==> src/rtl/add64_seq.sv <==
`default_nettype none
// ============================================================================
// Module   : add64_seq (with helper rca16)
// Purpose  : Multi-cycle W-bit adder/subtractor (W = 16*SLICES). A single
//            16-bit ripple-carry adder is time-shared across the operand,
//            one slice per clock, least-significant slice first. The carry
//            between slices is held in a register, so no combinational path
//            runs from one slice to the next.
// Ports    : clk    - clock, all state changes on the rising edge
//            rst    - synchronous active-high reset
//            start  - request, sampled only while idle
//            a, b   - W-bit operands, captured when start is accepted
//            c_in   - carry-in for add (ignored for subtract)
//            sub    - 0: a+b+c_in, 1: a-b (a + ~b + 1)
//            sum    - registered W-bit result
//            c_out  - final carry (for subtract, 1 = no borrow)
//            ovf    - two's-complement signed overflow of the result
//            busy   - high while an operation is in progress
//            done   - one-cycle pulse, sum/c_out/ovf valid
// Revision : 1.0 - initial release
// ============================================================================

// ----------------------------------------------------------------------------
// rca16: plain 16-bit ripple-carry adder.
//   a, b  - addends;  c_in - carry in;  sum - 16-bit sum;  c_out - carry out
// ----------------------------------------------------------------------------
module rca16 (
  input  logic [15:0] a,
  input  logic [15:0] b,
  input  logic        c_in,
  output logic [15:0] sum,
  output logic        c_out
);

  logic [16:0] carry;

  always_comb begin
    carry    = '0;
    sum      = '0;
    carry[0] = c_in;
    for (int i = 0; i < 16; i++) begin
      sum[i]       = a[i] ^ b[i] ^ carry[i];
      carry[i + 1] = (a[i] & b[i]) | (a[i] & carry[i]) | (b[i] & carry[i]);
    end
    c_out = carry[16];
  end

endmodule

// ----------------------------------------------------------------------------
// add64_seq: sequential slice-by-slice adder/subtractor.
// ----------------------------------------------------------------------------
module add64_seq #(
  parameter int SLICES = 4
) (
  input  logic                 clk,
  input  logic                 rst,
  input  logic                 start,
  input  logic [16*SLICES-1:0] a,
  input  logic [16*SLICES-1:0] b,
  input  logic                 c_in,
  input  logic                 sub,
  output logic [16*SLICES-1:0] sum,
  output logic                 c_out,
  output logic                 ovf,
  output logic                 busy,
  output logic                 done
);

  localparam int W     = 16 * SLICES;
  localparam int IDX_W = (SLICES > 1) ? $clog2(SLICES) : 1;
  localparam logic [IDX_W-1:0] LAST_IDX = IDX_W'(SLICES - 1);

  typedef enum logic [1:0] {
    IDLE = 2'd0,
    RUN  = 2'd1,
    DONE = 2'd2
  } state_t;

  state_t           state_q, state_d;
  logic [W-1:0]     a_q, a_d;
  logic [W-1:0]     b_q, b_d;
  logic             sub_q, sub_d;
  logic             carry_q, carry_d;
  logic [IDX_W-1:0] idx_q, idx_d;
  logic [W-1:0]     sum_q, sum_d;
  logic             c_out_q, c_out_d;
  logic             ovf_q, ovf_d;
  logic             busy_q, busy_d;
  logic             done_q, done_d;

  // Captured operands split into 16-bit slices for the slice-select mux.
  logic [15:0] a_slice [SLICES];
  logic [15:0] b_slice [SLICES];

  for (genvar k = 0; k < SLICES; k++) begin : g_slice
    assign a_slice[k] = a_q[16*k +: 16];
    assign b_slice[k] = b_q[16*k +: 16];
  end

  logic [15:0] rca_a;
  logic [15:0] rca_b;
  logic [15:0] rca_sum;
  logic        rca_c_out;

  // b is stored raw; inversion for subtract is applied per slice here, so
  // rca_b is B' for the slice currently being processed.
  assign rca_a = a_slice[idx_q];
  assign rca_b = sub_q ? ~b_slice[idx_q] : b_slice[idx_q];

  rca16 u_rca (
    .a     (rca_a),
    .b     (rca_b),
    .c_in  (carry_q),
    .sum   (rca_sum),
    .c_out (rca_c_out)
  );

  always_comb begin
    state_d = state_q;
    a_d     = a_q;
    b_d     = b_q;
    sub_d   = sub_q;
    carry_d = carry_q;
    idx_d   = idx_q;
    sum_d   = sum_q;
    c_out_d = c_out_q;
    ovf_d   = ovf_q;

    case (state_q)
      IDLE: begin
        if (start) begin
          a_d     = a;
          b_d     = b;
          sub_d   = sub;
          // Subtract is a + ~b + 1: the +1 enters as the initial carry.
          carry_d = sub ? 1'b1 : c_in;
          idx_d   = '0;
          state_d = RUN;
        end
      end

      RUN: begin
        for (int k = 0; k < SLICES; k++) begin
          if (idx_q == IDX_W'(k)) begin
            sum_d[16*k +: 16] = rca_sum;
          end
        end
        carry_d = rca_c_out;
        if (idx_q == LAST_IDX) begin
          // Top slice: its MSBs are the sign bits of A, B' and the result.
          c_out_d = rca_c_out;
          ovf_d   = (rca_a[15] == rca_b[15]) && (rca_sum[15] != rca_a[15]);
          idx_d   = '0;
          state_d = DONE;
        end else begin
          idx_d = idx_q + 1'b1;
        end
      end

      DONE: begin
        state_d = IDLE;
      end

      default: begin
        state_d = IDLE;
      end
    endcase

    // Status outputs are registered from the next state so they line up
    // exactly with the state they describe.
    busy_d = (state_d != IDLE);
    done_d = (state_d == DONE);
  end

  always_ff @(posedge clk) begin
    if (rst) begin
      state_q <= IDLE;
      a_q     <= '0;
      b_q     <= '0;
      sub_q   <= 1'b0;
      carry_q <= 1'b0;
      idx_q   <= '0;
      sum_q   <= '0;
      c_out_q <= 1'b0;
      ovf_q   <= 1'b0;
      busy_q  <= 1'b0;
      done_q  <= 1'b0;
    end else begin
      state_q <= state_d;
      a_q     <= a_d;
      b_q     <= b_d;
      sub_q   <= sub_d;
      carry_q <= carry_d;
      idx_q   <= idx_d;
      sum_q   <= sum_d;
      c_out_q <= c_out_d;
      ovf_q   <= ovf_d;
      busy_q  <= busy_d;
      done_q  <= done_d;
    end
  end

  assign sum   = sum_q;
  assign c_out = c_out_q;
  assign ovf   = ovf_q;
  assign busy  = busy_q;
  assign done  = done_q;

endmodule

`default_nettype wire

==> config.mk <==
export PLATFORM = sky130hd
export DESIGN_NAME = add64_seq
export DESIGN_NICKNAME = d
export VERILOG_FILES = /design/src/rtl/add64_seq.sv
export SDC_FILE = /design/constraint.sdc
export NUM_CORES = 1
export LEC_CHECK = 0
export ABC_AREA = 1
export BUFFER_PORTS_ARGS = -buffer_cell sky130_fd_sc_hd__buf_2
export CORE_MARGIN = 2
export CORE_UTILIZATION = 39
export CTS_CLUSTER_DIAMETER = 120
export CTS_CLUSTER_SIZE = 8
export DETAILED_ROUTE_END_ITERATION = 10
export PLACE_DENSITY_LB_ADDON = 0.12
export SETUP_SLACK_MARGIN = 0.1
export SKIP_CTS_REPAIR_TIMING = 1
export SYNTH_ARGS = -nofsm -noshare
export SYNTH_HDL_FRONTEND = slang
export SYNTH_SLANG_ARGS = --single-unit
==> constraint.sdc <==
create_clock -name clk -period 19.1 [get_ports clk]
set_input_delay 1.91 -clock clk [delete_from_list [all_inputs] [get_ports clk]]
set_output_delay 1.91 -clock clk [all_outputs]
set_load 0.01 [all_outputs]
==> metrics.cfg <==
[sta]
setup_viol=0
fin_skew_ns=0.0124
timing.final.ws_setup_ns=9.96
whs_ns=0.455
hold_violations=0
max_clock_freq_mhz=109
fin_setup_tns_ns=0
fin_crit_ns=9.14
maxSlewViolCount=0
slew_headroom_pct=23.3
tightest_slew_ns=1.15
rsz0062_at_grt=false
fin_crit_sh_pct=47.9

[power]
leakage_nw=4.46
switchingPower_mw=0.328
cellPowerDensity_mw_per_mm2=109
p_int_mw=0.789
switching_share_pct=29.3
ir_worst_vdd_v=0.0000757
p_seq_share_pct=42.4
p_comb_share_pct=18.7
clockPowerShare_pct=38.9

[clock_network]
cts_tree=yes
cts_htree_levels=1
cts_made_buffers=29
clock-sinks=202
cts_max_path_buffers=3
clk_pin_slew_worst_paths_ns=0.05
cts-root-buf=clkbuf_16
clk_latency_ns=0.52

[route]
via_per_inst=4.97
drtAntennaViolNets=0
dr.pass1.iters=4
drc=0
met2_length_mm=11.3
wirelength_mm=25.1
num_vias=7797
highest_layer=met4
wl_met3_mm=1.28
routedWlPerCell_um=16.0
drt-initial-drc-count=531
route.layer.met1.wl_mm=12.1

[global_route]
grt_overflow=0
grt_max_degree=82
grt_use_total_pct=21.3
grt_pass1_vias=7267
grt_pass1_wl_mm=39.7
antenna_found_initial=0

[placement]
place_congestion=0.809
dp_cells=1540
dp_slack_ns=10.03
dp_hpwl_mm=17.7
port_buffers=200

[finish]
diodes=0
drive_gt1_share_pct=18.8
multi_input_area_sq_mm=0.00399
final_nets=1445
area_delta_synth_final_pct=20.1
fillCellCount=2263
layoutNonFillerInstCount=1570
ff_latch_area_sq_mm=0.00405
utilization_pct=47.3

[floorplanning]
die_h_um=152
die_w_um=152
core_sq_mm=0.0217
row_count=54
floorplan.initialDensity_pct=39.4
pin_count=201
die-area_sq_mm=0.0231

[worst_setup_path]
cp-end-kind=flip-flop
worstPathMaxFanout=47
r2r_cells=26
crit_path_start_kind=flip-flop
path_class=reg2reg
cp.required_ns=19.46
crit_arrival_ns=9.50

[yosys]
synth_area_leaders=dfxtp_1 (47%), nor2_1 (12%), o21ai_0 (8.8%)
ys_types=21
netlist.area_leader.share_pct=47.3
syn_avg_cell_area_sq_um=7.47
ys_seq_area_share_pct=47.3
synth_edf_count=0
yosysTopAreaCell=dfxtp_1
synthCells=1144
synthFlopType=dfxtp_1
ys_seq_elements=202
async_flop_share_pct=0
ys_warn_count=0
syn-cell-area_sq_mm=0.00854
syn_nets=1298

[run_status]
status=complete, no violations

[min_path]
whs_path_depth=2
hold_path.class=reg2reg

[job]
maxCapViolCount=0

## cells in the mapped netlist (2+ instances only)
library cell / number
buf_4: 9
a32o_1: 13
o22ai_1: 2
dfxtp_1: 202
a21oi_1: 81
inv_2: 2
xor2_1: 16
fa_1: 16
o21ai_1: 3
nor2_1: 271
buf_2: 38
inv_1: 25
nand2_1: 181
buf_1: 10
ha_1: 5
clkbuf_1: 32
o21ai_0: 151
nand3_1: 84
## stage by stage
step           power, mW  cell area, sq um
3_3_place_gp       0.689              9530
6_report            1.12             10300
3_5_place_dp       0.692              9530
2_1_floorplan      0.612              8540
5_1_grt             1.17             10300
4_1_cts             1.13             10300
## path summary, 6_finish.rpt
kind | from | endpoint | slack (ns)
setup / recovery | idx_q[1] | ovf | 9.96
hold / removal | sum[10] | sum[10] | 0.46
setup reg to reg | idx_q[1] | ovf | 9.96
hold reg to reg | sum[10] | sum[10] | 0.46
## power groups by stage
stage	clock network, mW	logic [mW]	registers [mW]
after floorplan	0	0.134	0.477
after global placement	0	0.207	0.482
after detailed placement	0	0.210	0.482
after CTS	0.443	0.210	0.474
after global routing	0.461	0.234	0.477
final	0.434	0.209	0.474
## worst max-delay path, cell delays in order, from the launching register on
cell and delay, ns:
dfxtp_1 0.89, inv_2 0.57, nand3_1 0.23, nand2_1 0.08
xor2_1 0.17, fa_1 0.21, fa_1 0.16, inv_1 0.05
fa_1 0.38, fa_1 0.40, fa_1 0.40, fa_1 0.43
fa_1 0.49, fa_1 0.48, fa_1 0.47, fa_1 0.46
fa_1 0.47, fa_1 0.46, fa_1 0.46, fa_1 0.46
fa_1 0.42, inv_1 0.08, fa_1 0.47, inv_1 0.12
nand2_1 0.06, nand3_1 0.07, a21oi_1 0.06
## flip-flops by register name, indices dropped and copies added, names as in the netlist
register / count
busy: 1
carry_q: 1
sub_q: 1
c_out: 1
state_q: 2
b_q: 64
idx_q: 2
done: 1
a_q: 64
sum: 64
ovf: 1
## cell families (layout without fill, tap and decap cells)
family	count (synthesis)	count (layout)	synth area share, %
buf+inv	116	262	6.05
fa+ha+maj	21	21	4.48
flops	202	202	47.3
xor+xnor	16	16	1.64
simple gates	539	539	25.1
compound gates	250	250	15.4
## routing by layer
layer	vias up	track usage [%]
met5	-	0
met4	0	4.41
met3	33	2.94
met2	222	33.6
met1	3546	31.2
li1	3996	-
## cells in the final DEF, fill, tap and decap left out
| master | n |
|---|---|
| a21oi_1 | 81 |
| a32o_1 | 13 |
| buf_2 | 200 |
| buf_4 | 5 |
| clkbuf_16 | 29 |
| clkinv_2 | 1 |
| clkinv_4 | 1 |
| dfxtp_1 | 201 |
| dfxtp_2 | 1 |
| fa_1 | 16 |
| ha_1 | 5 |
| inv_1 | 23 |
| inv_2 | 2 |
| inv_4 | 1 |
| nand2_1 | 180 |
| nand2_4 | 1 |
| nand3_1 | 84 |
| nor2_1 | 271 |
| nor2_2 | 1 |
| nor2_4 | 1 |
| nor3b_1 | 1 |
| o21ai_0 | 151 |
| o21ai_1 | 3 |
| o22ai_1 | 2 |
| xor2_1 | 16 |
## final cells by class
| cell class | instances | share of cell area (%) |
|---|---|---|
| Multi-Input combinational cell | 826 | 38.9 |
| Sequential cell | 202 | 39.4 |
| Clock buffer | 29 | 7.07 |
| Tap cell | 280 | 3.41 |
| Inverter | 27 | 1.02 |
| Timing Repair Buffer | 205 | 10.1 |
| Clock inverter | 1 | 0.0853 |
Note: power is estimated with default switching activity, not from simulation.
